### config.mk
export PLATFORM = sky130hd
export DESIGN_NAME = mux_nx1_pipe
export DESIGN_NICKNAME = d
export VERILOG_FILES = /design/src/rtl/mux_nx1_pipe.sv
export SDC_FILE = /design/constraint.sdc
export NUM_CORES = 1
export LEC_CHECK = 0
export BUFFER_PORTS_ARGS = -buffer_cell sky130_fd_sc_hd__buf_2
export CAP_MARGIN = 30
export CORE_UTILIZATION = 34
export CTS_BUF_LIST = sky130_fd_sc_hd__clkbuf_4
export DETAILED_ROUTE_END_ITERATION = 6
export PLACE_DENSITY = 0.75
export RECOVER_POWER = 50
export SYNTH_ARGS = -nofsm -noshare
export SYNTH_HDL_FRONTEND = slang
export SYNTH_SLANG_ARGS = --single-unit
### constraint.sdc
create_clock -name clk -period 2.3 [get_ports clk]
set_clock_uncertainty 0.05 [all_clocks]
set_input_delay 0 -clock clk [delete_from_list [all_inputs] [get_ports clk]]
set_output_delay 0 -clock clk [all_outputs]
set_load 0.05 [all_outputs]
### src/rtl/mux_nx1_pipe.sv
// rtl/mux_nx1_pipe.sv - N-input W-bit selector with STAGES-deep registered output, valid, stall and flush; optional MUX_SEL_CHECK_EN adds sel_err
module mux_nx1_pipe #(
  parameter int W      = 32,
  parameter int N      = 4,
  parameter int SELW   = 2,
  parameter int STAGES = 1
) (
  input  logic                clk,
  input  logic                reset,
  input  logic [N*W-1:0]      in_bus,
  input  logic [SELW-1:0]     select,
  input  logic                in_valid,
  input  logic                stall,
  input  logic                flush,
  output logic [W-1:0]        out,
  output logic                out_valid
`ifdef MUX_SEL_CHECK_EN
  ,
  output logic                sel_err
`endif
);

  // Reject configurations the select field cannot address or the pipe cannot build
  generate
    if (((1 << SELW) < N) || (STAGES < 1) || (STAGES > 4)) begin : g_bad_params
      $error("mux_nx1_pipe: illegal parameters (need 2**SELW >= N and 1 <= STAGES <= 4)");
    end
  endgenerate

  logic [W-1:0] sel_data;
  logic [W-1:0] data_q  [STAGES];
  logic         valid_q [STAGES];

  // Pick the addressed input; indices beyond N-1 yield zero rather than holding
  always_comb begin
    sel_data = '0;
    for (int k = 0; k < N; k++) begin
      if (select == SELW'(k)) begin
        sel_data = in_bus[k*W +: W];
      end
    end
  end

  // Pipeline registers: reset clears everything, flush drops valids only, stall holds all
  always_ff @(posedge clk) begin
    if (reset) begin
      for (int i = 0; i < STAGES; i++) begin
        data_q[i]  <= '0;
        valid_q[i] <= 1'b0;
      end
    end else if (flush) begin
      for (int i = 0; i < STAGES; i++) begin
        valid_q[i] <= 1'b0;
      end
    end else if (!stall) begin
      data_q[0]  <= sel_data;
      valid_q[0] <= in_valid;
      for (int i = 1; i < STAGES; i++) begin
        data_q[i]  <= data_q[i-1];
        valid_q[i] <= valid_q[i-1];
      end
    end
  end

  assign out       = data_q[STAGES-1];
  assign out_valid = valid_q[STAGES-1];

`ifdef MUX_SEL_CHECK_EN
  logic sel_ok;

  // Flag whether select addresses a real input
  always_comb begin
    sel_ok = 1'b0;
    for (int k = 0; k < N; k++) begin
      if (select == SELW'(k)) begin
        sel_ok = 1'b1;
      end
    end
  end

  // Error flag tracks the latest capture edge only; flush leaves it, stall holds it
  always_ff @(posedge clk) begin
    if (reset) begin
      sel_err <= 1'b0;
    end else if (!flush && !stall) begin
      sel_err <= in_valid && !sel_ok;
      if (in_valid && !sel_ok) begin
        $display("%0t mux_nx1_pipe: warning, select %0d out of range", $time, select);
      end
    end
  end
`endif

endmodule

==> impl_metrics.tcl, run 1 <==
set metrics [dict create \
    antenna_found_initial 0 \
    pwr-share-clk_pct 19.0 \
    cts_tree "built" \
    vdd_drop_max_mv 0.255 \
    ys_seq_area_share_pct 49.7 \
    viasPerCell 4.97 \
    arrival_ns 2.13 \
    yosys_warnings 0 \
    dr.pass1.iters 4 \
    crit_chain "buf_4 > buf_12 > mux2i_1 > dlygate4sd3_1 > o22ai_1 > dlygate4sd3_1" \
    io-pin-count 168 \
    chipWidth_um 78.6 \
    cp_max_fo 38 \
    yosys-top-cells-area "edfxtp_1 (50%), mux2i_1 (32%), o22ai_1 (9.7%), buf_2 (2.5%), buf_8 (2.3%)" \
    post_cts_resized 0 \
    vias 2158 \
    num_antenna_cells 0 \
    maxSlewHeadroom_pct 40.8 \
    synth_common_cells "mux2i_1 (64), edfxtp_1 (33), o22ai_1 (31)" \
    wl_um 6270 \
    powerDensity_nw_per_um2 478 \
    p_int_w 0.00107 \
    initial_utilization_pct 35.8 \
    dp_hpwl_um 4200 \
    port-buffer-count 167 \
    ys.flop_type "edfxtp_1" \
    overflow 0 \
    fmax_mhz 477 \
    place.gp.congestion 0.735 \
    syn_inst 149 \
    fp-row-count 27 \
    fin_crit_sh_pct 91.1 \
    start_kind "input pin" \
    whs_ns 0.00947 \
    fin_nets 497 \
    tightest_slew_ns 0.887 \
    fp.dieH_um 78.6 \
    max_stage_delay_ns 0.57 \
    maxSlewViolCount 0 \
    yosysTopAreaCellShare_pct 49.7 \
    clk_pin_slew_ns 0.10 \
    grt_max_degree 39 \
    ant_nets 0 \
    switching_power_w 0.000532 \
    synth_top_cell_by_area "edfxtp_1" \
    end_kind "flop" \
    grt_pass1_wl_um 9240 \
    hold_path.class "input pin to flop" \
    synth-seq-cells 33 \
    comb_power_share_pct 35.5 \
    cts_root_buf "clkbuf_4" \
    clock_path_buffers 2 \
    synthArstFlopShare_pct 0 \
    cts-htree-levels 2 \
    synthToLayoutAreaGrowth_pct 68.7 \
    drtIter0Drc 70 \
    cp_num_buf_inv 4 \
    cts_setup_buffers 0 \
    cts_buffers 5 \
    fp.dieArea_sq_um 6170 \
    hold_viol 0 \
    layout-drive-gt1-share_pct 40.3 \
    synth_cell_types 13 \
    setup_viol 0 \
    grt_usage_pct 19.4 \
    cts_sinks 33 \
    synth.most_common_cell "mux2i_1" \
    timing.final.crit_period_ns 2.09 \
    crit_family "buffers and inverters" \
    power_frac_seq_pct 45.5 \
    synth_edf_count 33 \
    p_leak_nw 1.61 \
    cp_common_cell "dlygate4sd3_1" \
    rsz0062_at_grt "no" \
    post-route-drc-count 0 \
    switching_share_pct 33.1 \
    path_class "input pin to flop" \
    grt_pass1_vias 2163 \
    synth.cell_area_sq_um 1990 \
    coreArea_sq_um 5570 \
    routedWlPerCell_um 14.4 \
    crit_required_ns 2.33 \
    cap_violations 0 \
    synth_fp_nets 284 \
    syn_area_per_cell_sq_um 13.4 \
    tns_ns 0 \
    status "complete, no violations" \
    cp_slowest_cell "dlygate4sd3_1" \
    fill_cells 498 \
]
==> final timing paths <==
| path | start | endpoint | slack, ns | depth (start not counted) |
|---|---|---|---|---|
| setup / recovery | select[0] | data_q[0][10] | 0.21 | 6 |
| hold / removal | in_bus[83] | data_q[0][19] | 0.009 | 3 |
==> flip-flops by register name, summed over array words and instances, names as in the netlist <==
signal and cells:
valid_q 1, data_q 32
==> metrics by stage <==
stage,util (%),setup slack [ns],cells,power [W],instance area (sq um)
floorplan,-,0.163,149,0.00107,1990
global placement,51.4,0.926,377,0.00124,2860
detailed placement,51.4,0.874,377,0.00125,2860
CTS,61.2,0.236,434,0.00164,3410
global route,60.3,0.119,434,0.00168,3360
finish,60.3,0.205,434,0.00161,3360
==> routing by layer <==
metal  up-vias  GRT usage [%]  share of wire [%]  wire length (um)
met4         0           7.04                1.6               103
met5         -              0                  0                 0
met2       103           39.6                 56              3540
met3        12           3.95                6.5               409
li1       1035              -                  -                 -
met1      1008           18.6                 35              2220
==> power by group through the flow <==
stage / registers, W / logic, W / clock network [W]
finish: 0.000731 / 0.000570 / 0.000305
global route: 0.000736 / 0.000602 / 0.000338
CTS: 0.000729 / 0.000582 / 0.000325
detailed placement: 0.000743 / 0.000507 / 0
global placement: 0.000740 / 0.000497 / 0
floorplan: 0.000931 / 0.000136 / 0
==> placed cells by master (no fill, tap or decap), drive strengths merged <==
cell type and n:
buf 137, clkbuf 40, clkinv 1, dlygate4sd3 50
edfxtp 33, mux2i 64, nor4b 1, o21bai 1
o22ai 32, or2 1, or4 1, or4b 1
==> cells by family (layout without fill, tap and decap cells) <==
family / count (synthesis) / after routing / synth area share [%]
buffers and inverters: 15 / 228 / 5.59
and+or+nand+nor: 4 / 4 / 1.82
muxes: 64 / 64 / 32.1
DFF: 33 / 33 / 49.7
AOI/OAI and AO/OA: 33 / 33 / 10.7
==> area by class of cell <==
type                            instances  area (sq um)  area share (%)
Timing Repair Buffer                  221          1340            39.8
Sequential cell                        33           991            29.5
Multi-Input combinational cell        101           895            26.6
Tap cell                               72          90.1            2.68
Clock buffer                            6          45.0            1.34
Clock inverter                          1          3.75           0.112
==> what timing repair did <==
action	in CTS	in global routing
hold endpoints to repair	25	0
endpoints found under the setup margin	0	0
hold buffers	50	0
(Power assumes the default switching activity.)
==> inputs of run 2 (changes only) <==
--- a/config.mk
+++ b/config.mk
@@ -7,10 +7,10 @@
 export LEC_CHECK = 0
 export BUFFER_PORTS_ARGS = -buffer_cell sky130_fd_sc_hd__buf_2
 export CAP_MARGIN = 30
-export CORE_UTILIZATION = 34
+export CORE_UTILIZATION = 36
 export CTS_BUF_LIST = sky130_fd_sc_hd__clkbuf_4
 export DETAILED_ROUTE_END_ITERATION = 6
-export PLACE_DENSITY = 0.75
+export PLACE_DENSITY = 0.79
 export RECOVER_POWER = 50
 export SYNTH_ARGS = -nofsm -noshare
 export SYNTH_HDL_FRONTEND = slang
==> run 2 against run 1 <==
  * Critical path depth is 1 lower
  * Critical endpoint is now data_q[0][14]
  * Critical path type unchanged
  * Wire length grew 1.9%
  * Sequential power barely moved
==> impl_metrics.tcl, run 2 (synthesis results as in run 1) <==
set metrics [dict create \
    synthToLayoutAreaGrowth_pct 69.1 \
    fmax_mhz 486 \
    most-common-layout-cells "buf_2 (132), mux2i_1 (64), dlygate4sd3_1 (51)" \
    max_stage_delay_ns 0.71 \
    cp_slowest_cell "or4_4" \
    rsz0062_at_grt "no" \
    end_kind "flop" \
    p_leak_nw 1.64 \
    fin_nets 498 \
    viasPerCell 4.90 \
    crit_chain "dlygate4sd3_1 > buf_2 > or4_4 > o22ai_1 > dlygate4sd3_1" \
    fp-row-count 26 \
    num_antenna_cells 0 \
    status "complete, no violations" \
    tns_ns 0 \
    fp.dieArea_sq_um 5840 \
    vias 2126 \
    cts_tree "built" \
    clock_path_buffers 2 \
    chipWidth_um 76.4 \
    hold_viol 0 \
    tightest_slew_ns 0.826 \
    routedWlPerCell_um 14.7 \
    cp_common_cell "dlygate4sd3_1" \
    cap_violations 0 \
    grt_usage_pct 21.5 \
    cts-htree-levels 2 \
    cts_buffers 5 \
    port-buffer-count 167 \
    layout-drive-gt1-share_pct 40.4 \
    final_cell_area_sq_um 3370 \
    largest_register_ffs 32 \
    arrival_ns 2.20 \
    fp.dieH_um 76.4 \
    cp_max_fo 32 \
    crit_family "buffers and inverters" \
    final_common_cell "buf_2" \
    cts_root_buf "clkbuf_4" \
    timing.final.crit_period_ns 2.06 \
    dpl_cell_area_sq_um 2860 \
    clk_pin_slew_ns 0.10 \
    setup_viol 0 \
    cts_sinks 33 \
    initial_utilization_pct 38.3 \
    grt_max_degree 35 \
    post_cts_resized 0 \
    dr.pass1.iters 4 \
    maxSlewViolCount 0 \
    hold_path.class "input pin to flop" \
    cp_num_buf_inv 3 \
    io-pin-count 168 \
    crit_required_ns 2.45 \
    largestRegisters "data_q: 32 flops, valid_q: 1 flops" \
    coreArea_sq_um 5200 \
    grt_pass1_vias 2239 \
    fin_crit_sh_pct 89.4 \
    wl_um 6390 \
    start_kind "input pin" \
    overflow 0 \
    drtIter0Drc 71 \
    place.gp.congestion 0.742 \
    ant_nets 0 \
    cts_setup_buffers 0 \
    vdd_drop_max_mv 0.351 \
    path_class "input pin to flop" \
    post-route-drc-count 0 \
    grt_pass1_wl_um 9820 \
    antenna_found_initial 0 \
    powerDensity_nw_per_um2 482 \
    regMostFlops "data_q" \
    maxSlewHeadroom_pct 44.9 \
]
## run 2: cell types whose count changed in the layout (fill, tap and decap cells not counted), sizes merged
cell         previous run  this run
dlygate4sd3            50        51
clkbuf                 40        41
clkinv                  1         2
buf                   137       136
## run 2: power by group
| group | total (W) | switching (W) | internal (W) |
|---|---|---|---|
| logic | 0.000568 | 0.000337 | 0.000231 |
| registers | 0.000731 | 0.0000139 | 0.000717 |
| clock network | 0.000327 | 0.000199 | 0.000128 |
## run 2: per-layer routing
layer / part of all wire, % / routed length [um] / track usage [%] / vias to the layer above
li1: - / - / - / 1032
met3: 5.7 / 365 / 5.75 / 16
met2: 56 / 3600 / 43.5 / 106
met5: 0 / 0 / 0 / -
met1: 35 / 2260 / 19.8 / 972
met4: 2.4 / 156 / 8.65 / 0
## run 2: area by class of cell
type | count | area, sq um
Fill cell | 445 | 1830
Timing Repair Buffer | 222 | 1350
Sequential cell | 33 | 991
Multi-Input combinational cell | 101 | 891
Tap cell | 70 | 87.6
Clock buffer | 6 | 45.0
Clock inverter | 2 | 10.0
## run 2: path summary, 6_finish.rpt
check             startpoint       endpoint  cells after the start
hold / removal    in_bus[64]   data_q[0][0]                      3
setup / recovery       flush  data_q[0][14]                      5
## run 2: worst min-delay path: cells and delay by family
| kind | cells | cell delay, ns |
|---|---|---|
| buf+inv | 1 | 0.08 |
| compound gates | 1 | 0.12 |
| mux | 1 | 0.05 |
## run 2: per-stage QoR
step | utilization [%] | cells | total power [W] | hold WS, ns | setup WS, ns
finish | 64.8 | 434 | 0.00163 | 0.0119 | 0.243
global route | 64.8 | 434 | 0.00170 | 0.00191 | 0.176
CTS | 65.8 | 434 | 0.00165 | 0.00201 | 0.284
detailed placement | 55.0 | 375 | 0.00125 | 0.292 | 0.965
global placement | 55.0 | 375 | 0.00124 | 0.278 | 1.03
floorplan | - | 149 | 0.00107 | 0.145 | 0.163
## run 2: timing repair
item	4_1_cts	5_1_grt
endpoints found under the hold margin	21	0
hold buffers	51	0
setup endpoints to repair	0	0
==> inputs of run 3 (changes only) <==
--- a/config.mk
+++ b/config.mk
@@ -7,6 +7,8 @@
 export LEC_CHECK = 0
 export BUFFER_PORTS_ARGS = -buffer_cell sky130_fd_sc_hd__buf_2
 export CAP_MARGIN = 30
+export CORE_ASPECT_RATIO = 1.25
+export CORE_MARGIN = 4
 export CORE_UTILIZATION = 36
 export CTS_BUF_LIST = sky130_fd_sc_hd__clkbuf_4
 export DETAILED_ROUTE_END_ITERATION = 6
==> run 3 against run 2 <==
  * Final cell count is 0.92% lower
  * Sequential cell count stayed put
  * Wire length is 2.9% higher
  * Global-route usage is 2.8 points lower
  * Worst setup slack worse by 0.027 ns
  * Total power is 1.2% lower
  * Clock power is 6.4% lower
  * Fmax is 1.3% lower
  * Design area is 0.26% higher
  * Sequential power hardly changed
  * Sequential share of layout area is 0.076 points lower
  * Non-clock buffer count is 2 higher
==> impl_metrics.tcl, run 3 (synthesis results as in run 1) <==
set metrics [dict create \
    cts-htree-levels 2 \
    num_antenna_cells 0 \
    grt_usage_pct 18.7 \
    io-pin-count 168 \
    viasPerCell 4.94 \
    dr.pass1.iters 4 \
    whs_ns 0.0105 \
    cts_buffers 5 \
    drtIter0Drc 60 \
    overflow 0 \
    maxSlewHeadroom_pct 41.6 \
    fp.dieH_um 91.2 \
    fp.dieArea_sq_um 6800 \
    coreArea_sq_um 5410 \
    grt_max_degree 33 \
    routedWlPerCell_um 15.3 \
    tightest_slew_ns 0.876 \
    cp_num_buf_inv 4 \
    initial_utilization_pct 36.9 \
    fp-row-count 30 \
    holdPathStages 3 \
    cts_tree "built" \
    cp_max_fo 23 \
    rsz0062_at_grt "no" \
    powerDensity_nw_per_um2 475 \
    crit_chain "buf_4 > buf_4 > mux2i_1 > dlygate4sd3_1 > o22ai_1 > dlygate4sd3_1" \
    p_leak_nw 1.64 \
    fmax_mhz 480 \
    dp_hpwl_um 4570 \
    crit_family "buffers and inverters" \
    finish.utilization_pct 62.5 \
    cp_slowest_cell "dlygate4sd3_1" \
    grt_pass1_vias 2257 \
    port-buffer-count 167 \
    start_kind "input pin" \
    largestRegisters "data_q: 32 flops, valid_q: 1 flops" \
    cts_sinks 33 \
    chipWidth_um 74.6 \
    worstSetupPathDepth 6 \
    total_power_w 0.00161 \
    hold_viol 0 \
    cts_root_buf "clkbuf_4" \
    vias 2126 \
    antenna_found_initial 0 \
    most-common-layout-cells "buf_2 (132), mux2i_1 (64), dlygate4sd3_1 (51)" \
    post_cts_resized 0 \
    timing.final.crit_period_ns 2.08 \
    setup_viol 0 \
    ant_nets 0 \
    end_kind "flop" \
    path_class "input pin to flop" \
    regMostFlops "data_q" \
    arrival_ns 2.12 \
    max_stage_delay_ns 0.58 \
    maxSlewViolCount 0 \
    status "complete, no violations" \
    wl_um 6570 \
    layout-drive-gt1-share_pct 40.4 \
    crit_required_ns 2.33 \
    final_common_cell "buf_2" \
    fin_nets 500 \
    grt_pass1_wl_um 9910 \
    place.gp.congestion 0.702 \
    vdd_drop_max_mv 0.295 \
    tns_ns 0 \
    post-route-drc-count 0 \
    largest_register_ffs 32 \
    clk_pin_slew_ns 0.10 \
    synthToLayoutAreaGrowth_pct 69.6 \
    clock_path_buffers 2 \
    hold_path.class "input pin to flop" \
    ctsHoldBuffers 46 \
    cts_setup_buffers 0 \
    fin_crit_sh_pct 90.6 \
    cap_violations 0 \
]
==> run 3: cell types whose count changed in the layout (fill, tap and decap cells not counted) <==
cell,delta
o21bai_2,+1
clkinv_2,-1
clkinv_1,+2
buf_4,+3
clkbuf_2,-1
clkbuf_4,-1
o21bai_1,-1
==> run 3: worst paths after layout <==
| path | start | end |
|---|---|---|
| max | select[0] | data_q[0][25] |
| min | in_bus[69] | data_q[0][5] |
==> run 3: layout make-up <==
cell class	instances	area [sq um]
clock buffers	5	37.5
clock inverters	3	12.5
repair buffers	224	1360
well taps	64	80.1
fillers	462	2030
flip-flops and latches	33	991
multi-input cells	101	895
==> run 3: routing by layer <==
layer / vias up / track usage [%] / share of wire [%]
met5: - / 0 / 0
met2: 105 / 36.1 / 56
met1: 967 / 17.5 / 32
met3: 16 / 5.65 / 11
met4: 0 / 6.82 / 2.3
li1: 1038 / - / -
==> run 3: per-stage QoR <==
stage | instance area, sq um | instances | setup slack (ns)
2_1_floorplan | 1990 | 149 | 0.163
3_3_place_gp | 2870 | 371 | 0.973
3_5_place_dp | 2870 | 371 | 0.948
4_1_cts | 3380 | 425 | 0.284
5_1_grt | 3380 | 430 | 0.142
6_report | 3380 | 430 | 0.216
==> run 3: power by group <==
| group | switching, W | leakage (nW) | total (W) | internal (W) |
|---|---|---|---|---|
| registers | 0.0000138 | 0.336 | 0.000731 | 0.000717 |
| clock network | 0.000195 | 0.0300 | 0.000306 | 0.000111 |
| logic | 0.000335 | 1.27 | 0.000569 | 0.000235 |
| total | 0.000544 | 1.64 | 0.00161 | 0.00106 |
